File: src/rtl/branch_resolve.sv
// branch_resolve: EX-stage branch/jump resolution with mispredict recovery.
//
// Decodes the branch condition from the ALU comparer flags (eql/slt),
// registers the resolution, and on a mispredict issues a redirect to
// fetch over a valid/ready handshake, then holds flush for FLUSH_CYCLES.
//
// Parameters:
//   WIDTH         PC / target address width
//   FLUSH_CYCLES  cycles flush is held after the redirect handshake (0..15)
//
// Ports:
//   clk, rst_n                    clock, async active-low reset
//   in_valid / in_ready           branch accept handshake (ready only in IDLE)
//   br_op, eql, slt, pred_taken   branch op, comparer flags, fetch prediction
//   pc_plus4, br_target           fall-through and taken addresses
//   res_valid/res_taken/mispredict  registered resolution pulse
//   redirect_valid/redirect_pc/redirect_ready  redirect handshake to fetch
//   flush                         squash younger IF/ID instructions
//
// Optional feature (macro BRANCH_STATS_EN): stat_clr input and saturating
// 32-bit counters stat_branches, stat_taken, stat_mispred.
//
// State table:
//   IDLE     | accepting branches, in_ready=1
//   REDIRECT | redirect_valid held until fetch accepts
//   FLUSH    | flush held while the down-counter runs out
module branch_resolve #(
    parameter int WIDTH        = 32,
    parameter int FLUSH_CYCLES = 2
) (
    input  logic             clk,
    input  logic             rst_n,
    input  logic             in_valid,
    output logic             in_ready,
    input  logic [2:0]       br_op,
    input  logic             eql,
    input  logic             slt,
    input  logic             pred_taken,
    input  logic [WIDTH-1:0] pc_plus4,
    input  logic [WIDTH-1:0] br_target,
    output logic             res_valid,
    output logic             res_taken,
    output logic             mispredict,
    output logic             redirect_valid,
    output logic [WIDTH-1:0] redirect_pc,
    input  logic             redirect_ready,
    output logic             flush
`ifdef BRANCH_STATS_EN
    ,
    input  logic             stat_clr,
    output logic [31:0]      stat_branches,
    output logic [31:0]      stat_taken,
    output logic [31:0]      stat_mispred
`endif
);

    typedef enum logic [1:0] {
        IDLE     = 2'd0,
        REDIRECT = 2'd1,
        FLUSH    = 2'd2
    } state_t;

    localparam logic [3:0] FLUSH_LOAD = 4'(FLUSH_CYCLES);

    state_t     state_q, state_d;
    logic [3:0] cnt_q, cnt_d;
    logic       taken_dec;
    logic       accept;
    logic       mis_dec;

    always_comb begin
        taken_dec = 1'b0;
        case (br_op)
            3'd0:    taken_dec = eql;
            3'd1:    taken_dec = !eql;
            3'd2:    taken_dec = slt;
            3'd3:    taken_dec = !slt;
            3'd4:    taken_dec = 1'b1;
            default: taken_dec = 1'b0;
        endcase
    end

    // in_ready is forced low while reset is asserted so every output reads 0.
    assign in_ready       = rst_n && (state_q == IDLE);
    assign redirect_valid = (state_q == REDIRECT);
    assign flush          = (state_q == FLUSH);
    assign accept         = in_valid && in_ready;
    assign mis_dec        = taken_dec != pred_taken;

    always_comb begin
        state_d = state_q;
        cnt_d   = cnt_q;
        case (state_q)
            IDLE: begin
                if (accept && mis_dec) state_d = REDIRECT;
            end
            REDIRECT: begin
                if (redirect_ready) begin
                    if (FLUSH_CYCLES == 0) begin
                        state_d = IDLE;
                    end else begin
                        state_d = FLUSH;
                        cnt_d   = FLUSH_LOAD;
                    end
                end
            end
            FLUSH: begin
                // The counter value is the number of flush cycles left,
                // including the current one.
                if (cnt_q <= 4'd1) begin
                    state_d = IDLE;
                    cnt_d   = 4'd0;
                end else begin
                    cnt_d = cnt_q - 4'd1;
                end
            end
            default: begin
                state_d = IDLE;
                cnt_d   = 4'd0;
            end
        endcase
    end

    always_ff @(posedge clk or negedge rst_n) begin
        if (!rst_n) begin
            state_q     <= IDLE;
            cnt_q       <= 4'd0;
            res_valid   <= 1'b0;
            res_taken   <= 1'b0;
            mispredict  <= 1'b0;
            redirect_pc <= '0;
        end else begin
            state_q    <= state_d;
            cnt_q      <= cnt_d;
            res_valid  <= accept;
            res_taken  <= accept && taken_dec;
            mispredict <= accept && mis_dec;
            if (accept && mis_dec) begin
                redirect_pc <= taken_dec ? br_target : pc_plus4;
            end
        end
    end

`ifdef BRANCH_STATS_EN
    // Counters update on the same edge that raises res_valid.
    always_ff @(posedge clk or negedge rst_n) begin
        if (!rst_n) begin
            stat_branches <= 32'd0;
            stat_taken    <= 32'd0;
            stat_mispred  <= 32'd0;
        end else if (stat_clr) begin
            stat_branches <= 32'd0;
            stat_taken    <= 32'd0;
            stat_mispred  <= 32'd0;
        end else if (accept) begin
            if (stat_branches != 32'hFFFF_FFFF) stat_branches <= stat_branches + 32'd1;
            if (taken_dec && stat_taken != 32'hFFFF_FFFF) stat_taken <= stat_taken + 32'd1;
            if (mis_dec && stat_mispred != 32'hFFFF_FFFF) stat_mispred <= stat_mispred + 32'd1;
        end
    end
`endif

endmodule
File: config.mk
export PLATFORM = sky130hd
export DESIGN_NAME = branch_resolve
export DESIGN_NICKNAME = d
export VERILOG_FILES = /design/src/rtl/branch_resolve.sv
export SDC_FILE = /design/constraint.sdc
export NUM_CORES = 1
export LEC_CHECK = 0
export ABC_AREA = 1
export CAP_MARGIN = 10
export CORE_MARGIN = 1
export CORE_UTILIZATION = 33
export DETAILED_ROUTE_END_ITERATION = 10
export PLACE_DENSITY = 0.71
export SLEW_MARGIN = 25
export SYNTH_ARGS = -nofsm -noshare
export SYNTH_HDL_FRONTEND = slang
export SYNTH_SLANG_ARGS = --single-unit
export TNS_END_PERCENT = 50
File: constraint.sdc
create_clock -name clk -period 3.5 [get_ports clk]
set_clock_uncertainty 0.2 [all_clocks]
set_input_delay 0.7 -clock clk [delete_from_list [all_inputs] [get_ports clk]]
set_output_delay 0.7 -clock clk [all_outputs]
set_load 0.02 [all_outputs]
==> run_results.csv, run 1 <==
group,metric,value,unit
detailed_routing,route.detailed.wl_per_inst,11.79,µm
layout,syn2layout_area_growth,54.95,%
sta,finalWorstPathRequiredPeriod,2.733,ns
layout,layout.cells.most_common,"sky130_fd_sc_hd__nand2_1",
die,core_area,6459,µm²
setup_path,start_kind,"input port",
logic_synthesis,netlist_area_before_placement,2236,µm²
detailed_routing,drc,6,
die,initial_core_utilization,0.3462,
setup_path,critPathCaptureType,"register",
global_route,pin_count_of_the_biggest_net_entering_global_routing,42,
clock_network,htree_num_levels,2,
clock_network,tritoncts,"built",
logic_synthesis,yosysUniqueCellTypes,22,
clock_network,post_cts_repair_setup_buffers,0,
detailed_routing,drt-total-wl,5885,µm
clock_network,numCtsBuffers,5,
setup_path,r2r_slack,1.36,ns
layout,design_area,3465,µm²
setup_path,worst-r2r-cell-count,12,
layout,multi_input_area,1046,µm²
clock_network,clock_tree.root_cell,"sky130_fd_sc_hd__clkbuf_8",
detailed_routing,drtPass1Iterations,7,
global_route,number_of_global_route_vias_before_repair,2146,
power,p_leak,1.781,nW
clock_network,clk_pin_slew_worst_paths,0.08,ns
sta,timing.max_slew.rel_slack,0.6692,
setup_path,critical_path_arrival,2.72,ns
layout,final_net_count,501,
power,power_per_cell_area,680.5,nW/µm²
place,place_worst_setup_slack,0.4335,ns
clock_network,numClockSinks,41,
sta,setup_ws,0.7671,ns
flow_run,max_capacitance_violation_count,0,
power,worst_voltage_drop_across_the_vdd_grid,0.0002614,V
setup_path,r2r_end,"state_q[1]$_DFFE_PN0P_",
setup_path,crit_required,3.49,ns
sta,hold_slack,0.2785,ns
layout,layout_common_cells,"sky130_fd_sc_hd__nand2_1, sky130_fd_sc_hd__clkdlybuf4s50_1, sky130_fd_sc_hd__dfrtp_1",
sta,final.setup.tns,0,ns
clock_network,worst_case_clock_buffer_depth,2,
clock_network,resize_count_post_cts,0,
detailed_routing,first_iteration_detailed_routing_drc_count,110,
global_route,antenna_found_initial,0,
die,die_area,7109,µm²
clock_network,clock_insertion_delay_worst_skew,0.29,ns
place,dpl.cell_count,491,
place,total_placed_instance_area,3382,µm²
place,detailed_place_hpwl,4363,µm
clock_network,holdBufCountCts,0,
layout,antenna_cells_inserted,0,
place,port-buffer-count,111,
global_route,track_usage,0.1726,
logic_synthesis,synth-seq-cells,41,
outcome,status,"finished, violations left",
sta,layout_worst_path_cycle_share,0.7808,
die,io-pin-count,112,
detailed_routing,detail-route-antenna-nets,0,
sta,finalHoldViolations,0,
global_route,globalRoute.totalOverflow,0,
setup_path,worst-path-max-fanout,19,
detailed_routing,vias_post_dr,2296,
sta,setup_viol_count_final,0,
layout,final_cells,499,
sta,grt_setup_unrepaired,"false",
setup_path,worst-setup-path-type,"input port to register",
layout,seq_area,1026,µm²
logic_synthesis,synth_fp_nets,393,
sta,final_max_slew_viol_count,0,
sta,fmax,365.9,MHz
logic_synthesis,netlist_instances,313,
die,num_rows,29,
outcome,violated_checks,"design-rule violations",
layout,fraction_of_layout_cells_with_a_size_suffix_above_1,0.04502,
logic_synthesis,yosys_warnings,0,
layout,nFillCells,646,
detailed_routing,avgViaCountPerCell,4.601,
sta,worst_margin_pin_slew,0.4962,ns
setup_path,regToRegStartpoint,"state_q[0]$_DFFE_PN0P_",
place,finalWeightedCongestion,0.7520,
die,die-width,84.32,µm
hold_path,worst_hold_path_type,"input port to asynchronous set/reset pin",
global_route,grt_first_pass_wirelength,9791,µm
logic_synthesis,seq_area_frac_synth,0.4589,
die,die_y,84.32,µm
logic_synthesis,postSynthAreaPerCell,7.143,µm²
==> through the flow <==
stage               utilization  power (W)
global route             0.5364   0.002532
floorplan                     -   0.001472
CTS                      0.5364   0.002382
global placement         0.5236   0.002062
finish                   0.5364   0.002358
detailed placement       0.5236   0.002078
==> worst max-delay path, stage by stage <==
cell and delay (ns):
sky130_fd_sc_hd__clkdlybuf4s50_1 0.52, sky130_fd_sc_hd__nand2_1 0.07, sky130_fd_sc_hd__nand2_1 0.07, sky130_fd_sc_hd__nand3_2 0.33, sky130_fd_sc_hd__nand3_1 0.25, sky130_fd_sc_hd__nand3_4 0.21, sky130_fd_sc_hd__buf_4 0.27, sky130_fd_sc_hd__nand2_1 0.11
sky130_fd_sc_hd__nand2_1 0.07, sky130_fd_sc_hd__nand2_1 0.06, sky130_fd_sc_hd__nand2_1 0.05
==> where the power goes <==
group	leakage [nW]	internal, W	total (W)	switching [W]
Clock	0.0450	0.000138	0.000292	0.000154
Combinational	1.21	0.000591	0.00125	0.000660
Sequential	0.523	0.000687	0.000815	0.000128
Total	1.78	0.00142	0.00236	0.000941
==> cells by family (layout without fill, tap and decap cells) <==
family                   after synthesis  after routing  share of synthesized area
buffers and inverters                 33            142                    0.07330
AO/OA/AOI/OAI                          6              6                    0.01623
flip-flops                            41             41                     0.4589
adder cells (fa/ha/maj)                6              6                    0.03357
AND/OR/NAND/NOR                      226            226                     0.4141
XOR/XNOR                               1              1                   0.003918
==> state kept, by name, indices dropped and copies added, names as in the netlist <==
name,cells
res_taken,1
redirect_pc,32
mispredict,1
state_q,2
res_valid,1
cnt_q,4
==> final cells by class <==
type | instances | share of cell area
clock buffer | 6 | 0.02095
clock inverter | 2 | 0.002889
inverter | 18 | 0.02022
multi-input combinational | 239 | 0.3019
sequential | 41 | 0.2961
tap | 77 | 0.02781
timing repair buffer | 116 | 0.3301
==> synth_stat cells, drive strengths merged <==
master	instances	area, µm²
nand2	178	673.1
buf	11	78.82
dfrtp	41	1026
o21ai	1	5.000
ha	6	75.07
xor2	1	8.760
inv	18	70.07
nor3	2	10.01
o22ai	2	12.51
nand3	40	217.7
clkbuf	4	15.01
a21oi	2	10.01
or2	1	6.260
nor2	5	18.77
o221ai	1	8.760
==> worst max path at each step <==
| stage | from | end | slack [ns] | cells past startpoint |
|---|---|---|---|---|
| detailed placement | br_op[1] | state_q[1]$_DFFE_PN0P_ | 0.43 | 11 |
| finish | br_op[1] | state_q[1]$_DFFE_PN0P_ | 0.77 | 11 |
| global placement | br_op[1] | state_q[1]$_DFFE_PN0P_ | 0.51 | 11 |
| global route | br_op[1] | state_q[0]$_DFFE_PN0P_ | 0.59 | 11 |
| floorplan | br_op[2] | redirect_pc[0]$_DFFE_PN0P_ | 1.61 | 11 |
| CTS | br_op[1] | state_q[1]$_DFFE_PN0P_ | 0.75 | 11 |
==> routing by layer <==
metal	global-route usage	share of wire	vias to the layer above
met5	0	0	-
met4	0.03292	0.0078	0
met3	0.05703	0.071	6
met2	0.2988	0.48	74
met1	0.2112	0.44	1035
li1	-	-	1181
Power figures use the tool's default switching activity.
==> inputs of run 2 (changes only) <==
==> constraint.sdc (replaced) <==
create_clock -name clk -period 2.7 [get_ports clk]
set_clock_uncertainty 0.2 [all_clocks]
set_input_delay 0.54 -clock clk [delete_from_list [all_inputs] [get_ports clk]]
set_output_delay 0.54 -clock clk [all_outputs]
set_load 0.02 [all_outputs]
==> run 2 against run 1 <==
Compared with the run above: the flow still finishes with violations (design-rule violations); clock power rose by 28%; die area did not move; first-iteration DRC count fell by 17%; critical path depth fell by 6; global-route usage rose by 0.13 points; critical endpoint is now in_ready; largest cell class unchanged.
==> run_results.csv, run 2 (synthesis results as in run 1) <==
group,metric,value,unit
die,num_rows,29,
layout,syn2layout_area_growth,56.18,%
clock_network,tritoncts,"built",
setup_path,critical_path.most_common_cell,"sky130_fd_sc_hd__inv_1",
setup_path,r2r_slack,0.79,ns
setup_path,critPathCapture,"in_ready",
detailed_routing,vias_post_dr,2294,
sta,worst_margin_pin_slew,0.5089,ns
sta,timing.max_slew.rel_slack,0.6607,
global_route,track_usage,0.1739,
clock_network,post_cts_repair_setup_buffers,0,
clock_network,numCtsBuffers,5,
global_route,globalRoute.totalOverflow,0,
setup_path,worstPathCellList,"inv_1 -> ha_1 -> nand2_1 -> inv_1 -> clkdlybuf4s50_1",
setup_path,crit_required,1.96,ns
layout,final_net_count,505,
layout,final_cells,503,
place,place_worst_setup_slack,0.4001,ns
global_route,antenna_found_initial,0,
sta,finalWorstPathRequiredPeriod,2.507,ns
flow_run,max_capacitance_violation_count,0,
layout,antenna_cells_inserted,0,
layout,largest_register_by_flop_count,"redirect_pc",
clock_network,clock_insertion_delay_worst_skew,0.28,ns
layout,largest_reg_flops,32,
die,io-pin-count,112,
clock_network,clk_pin_slew_worst_paths,0.08,ns
layout,layout_common_cells,"sky130_fd_sc_hd__nand2_1, sky130_fd_sc_hd__clkdlybuf4s50_1, sky130_fd_sc_hd__dfrtp_1",
setup_path,critical_path_arrival,1.77,ns
die,die_y,84.32,µm
setup_path,r2r_end,"redirect_pc[23]$_DFFE_PN0P_",
layout,fraction_of_layout_cells_with_a_size_suffix_above_1,0.04930,
clock_network,worst_case_clock_buffer_depth,2,
die,initial_core_utilization,0.3462,
sta,final_max_slew_viol_count,0,
global_route,number_of_global_route_vias_before_repair,2280,
setup_path,regToRegStartpoint,"state_q[1]$_DFFE_PN0P_",
outcome,status,"finished, violations left",
sta,setup_viol_count_final,0,
sta,final.setup.tns,0,ns
die,die_area,7109,µm²
sta,fmax,398.9,MHz
detailed_routing,drc,6,
setup_path,start_kind,"register",
power,power_per_cell_area,875.2,nW/µm²
sta,layout_worst_path_cycle_share,0.9284,
setup_path,critPathCaptureType,"output port",
die,die-width,84.32,µm
clock_network,clock_tree.root_cell,"sky130_fd_sc_hd__clkbuf_8",
global_route,grt_first_pass_wirelength,10010,µm
sta,grt_setup_unrepaired,"false",
place,port-buffer-count,111,
detailed_routing,drtPass1Iterations,7,
sta,finalHoldViolations,0,
clock_network,resize_count_post_cts,0,
detailed_routing,first_iteration_detailed_routing_drc_count,91,
setup_path,critPathMaxStageDelay,0.60,ns
global_route,pin_count_of_the_biggest_net_entering_global_routing,42,
clock_network,htree_num_levels,2,
clock_network,numClockSinks,41,
power,p_leak,1.794,nW
sta,setup_ws,0.1933,ns
setup_path,worst-setup-path-type,"register to output port",
setup_path,worst-path-max-fanout,3,
layout,utilization,0.5407,
place,dpl.cell_count,495,
layout,layout.cells.most_common,"sky130_fd_sc_hd__nand2_1",
layout,nFillCells,660,
outcome,violated_checks,"design-rule violations",
power,worst_voltage_drop_across_the_vdd_grid,0.0003392,V
place,finalWeightedCongestion,0.7461,
detailed_routing,drt-total-wl,5870,µm
place,detailed_place_hpwl,4475,µm
layout,largest_registers,"redirect_pc x32, cnt_q x4, state_q x2",
setup_path,critPathSlowestCell,"sky130_fd_sc_hd__clkdlybuf4s50_1",
detailed_routing,avgViaCountPerCell,4.561,
setup_path,cp-startpoint,"state_q[1]$_DFFE_PN0P_",
clock_network,holdBufCountCts,0,
hold_path,worst_hold_path_type,"input port to asynchronous set/reset pin",
detailed_routing,route.detailed.wl_per_inst,11.67,µm
setup_path,worst-r2r-cell-count,10,
power,power.total,0.003056,W
detailed_routing,detail-route-antenna-nets,0,
die,core_area,6459,µm²
## run 2: cell count changes in the layout (fill, tap and decap cells not counted)
cell                       change
sky130_fd_sc_hd__buf_4         +4
sky130_fd_sc_hd__clkinv_2      -2
sky130_fd_sc_hd__clkbuf_1      +2
## run 2: critical path: cells and delay by family (launching register included)
family | cells | cell delay, ns
DFF | 1 | 0.41
buffers and inverters | 3 | 0.79
adders and majority gates | 1 | 0.22
and+or+nand+nor | 1 | 0.06
## run 2: cell type report
cell class                      instances  area [µm²]  share of cell area
Inverter                               18       70.07             0.02006
Timing Repair Buffer                  120        1174              0.3361
Tap cell                               77       96.34             0.02759
Multi-Input combinational cell        239        1046              0.2995
Clock buffer                            8       80.08             0.02293
Sequential cell                        41        1026              0.2938
## run 2: metal layers
metal	up-vias	global-route usage	share of wire
met5	-	0	0
met4	0	0.03292	0.0055
met3	4	0.06096	0.080
met2	69	0.3152	0.49
met1	1036	0.1989	0.43
li1	1185	-	-
## run 2: per-stage QoR
| stage | area (µm²) | hold WS (ns) |
|---|---|---|
| floorplan | 2236 | 0.04441 |
| global placement | 3412 | 0.2607 |
| detailed placement | 3412 | 0.2639 |
| CTS | 3492 | 0.1388 |
| global route | 3492 | 0.1702 |
| finish | 3492 | 0.1177 |
## run 2: report_power, final
group          total, W  internal (W)  switching [W]
Combinational   0.00164      0.000773       0.000863
Clock          0.000374      0.000184       0.000190
Sequential      0.00105      0.000890       0.000156
## run 2: worst min path at each step
| stage | slack (ns) | startpoint | endpoint |
|---|---|---|---|
| 2_1_floorplan | 0.04 | rst_n | cnt_q[0]$_DFFE_PN0P_ |
| 3_3_place_gp | 0.26 | redirect_pc[30]$_DFFE_PN0P_ | redirect_pc[30]$_DFFE_PN0P_ |
| 3_5_place_dp | 0.26 | redirect_pc[30]$_DFFE_PN0P_ | redirect_pc[30]$_DFFE_PN0P_ |
| 4_1_cts | 0.14 | rst_n | cnt_q[3]$_DFFE_PN0P_ |
| 5_1_grt | 0.17 | rst_n | cnt_q[3]$_DFFE_PN0P_ |
| 6_report | 0.12 | rst_n | cnt_q[3]$_DFFE_PN0P_ |
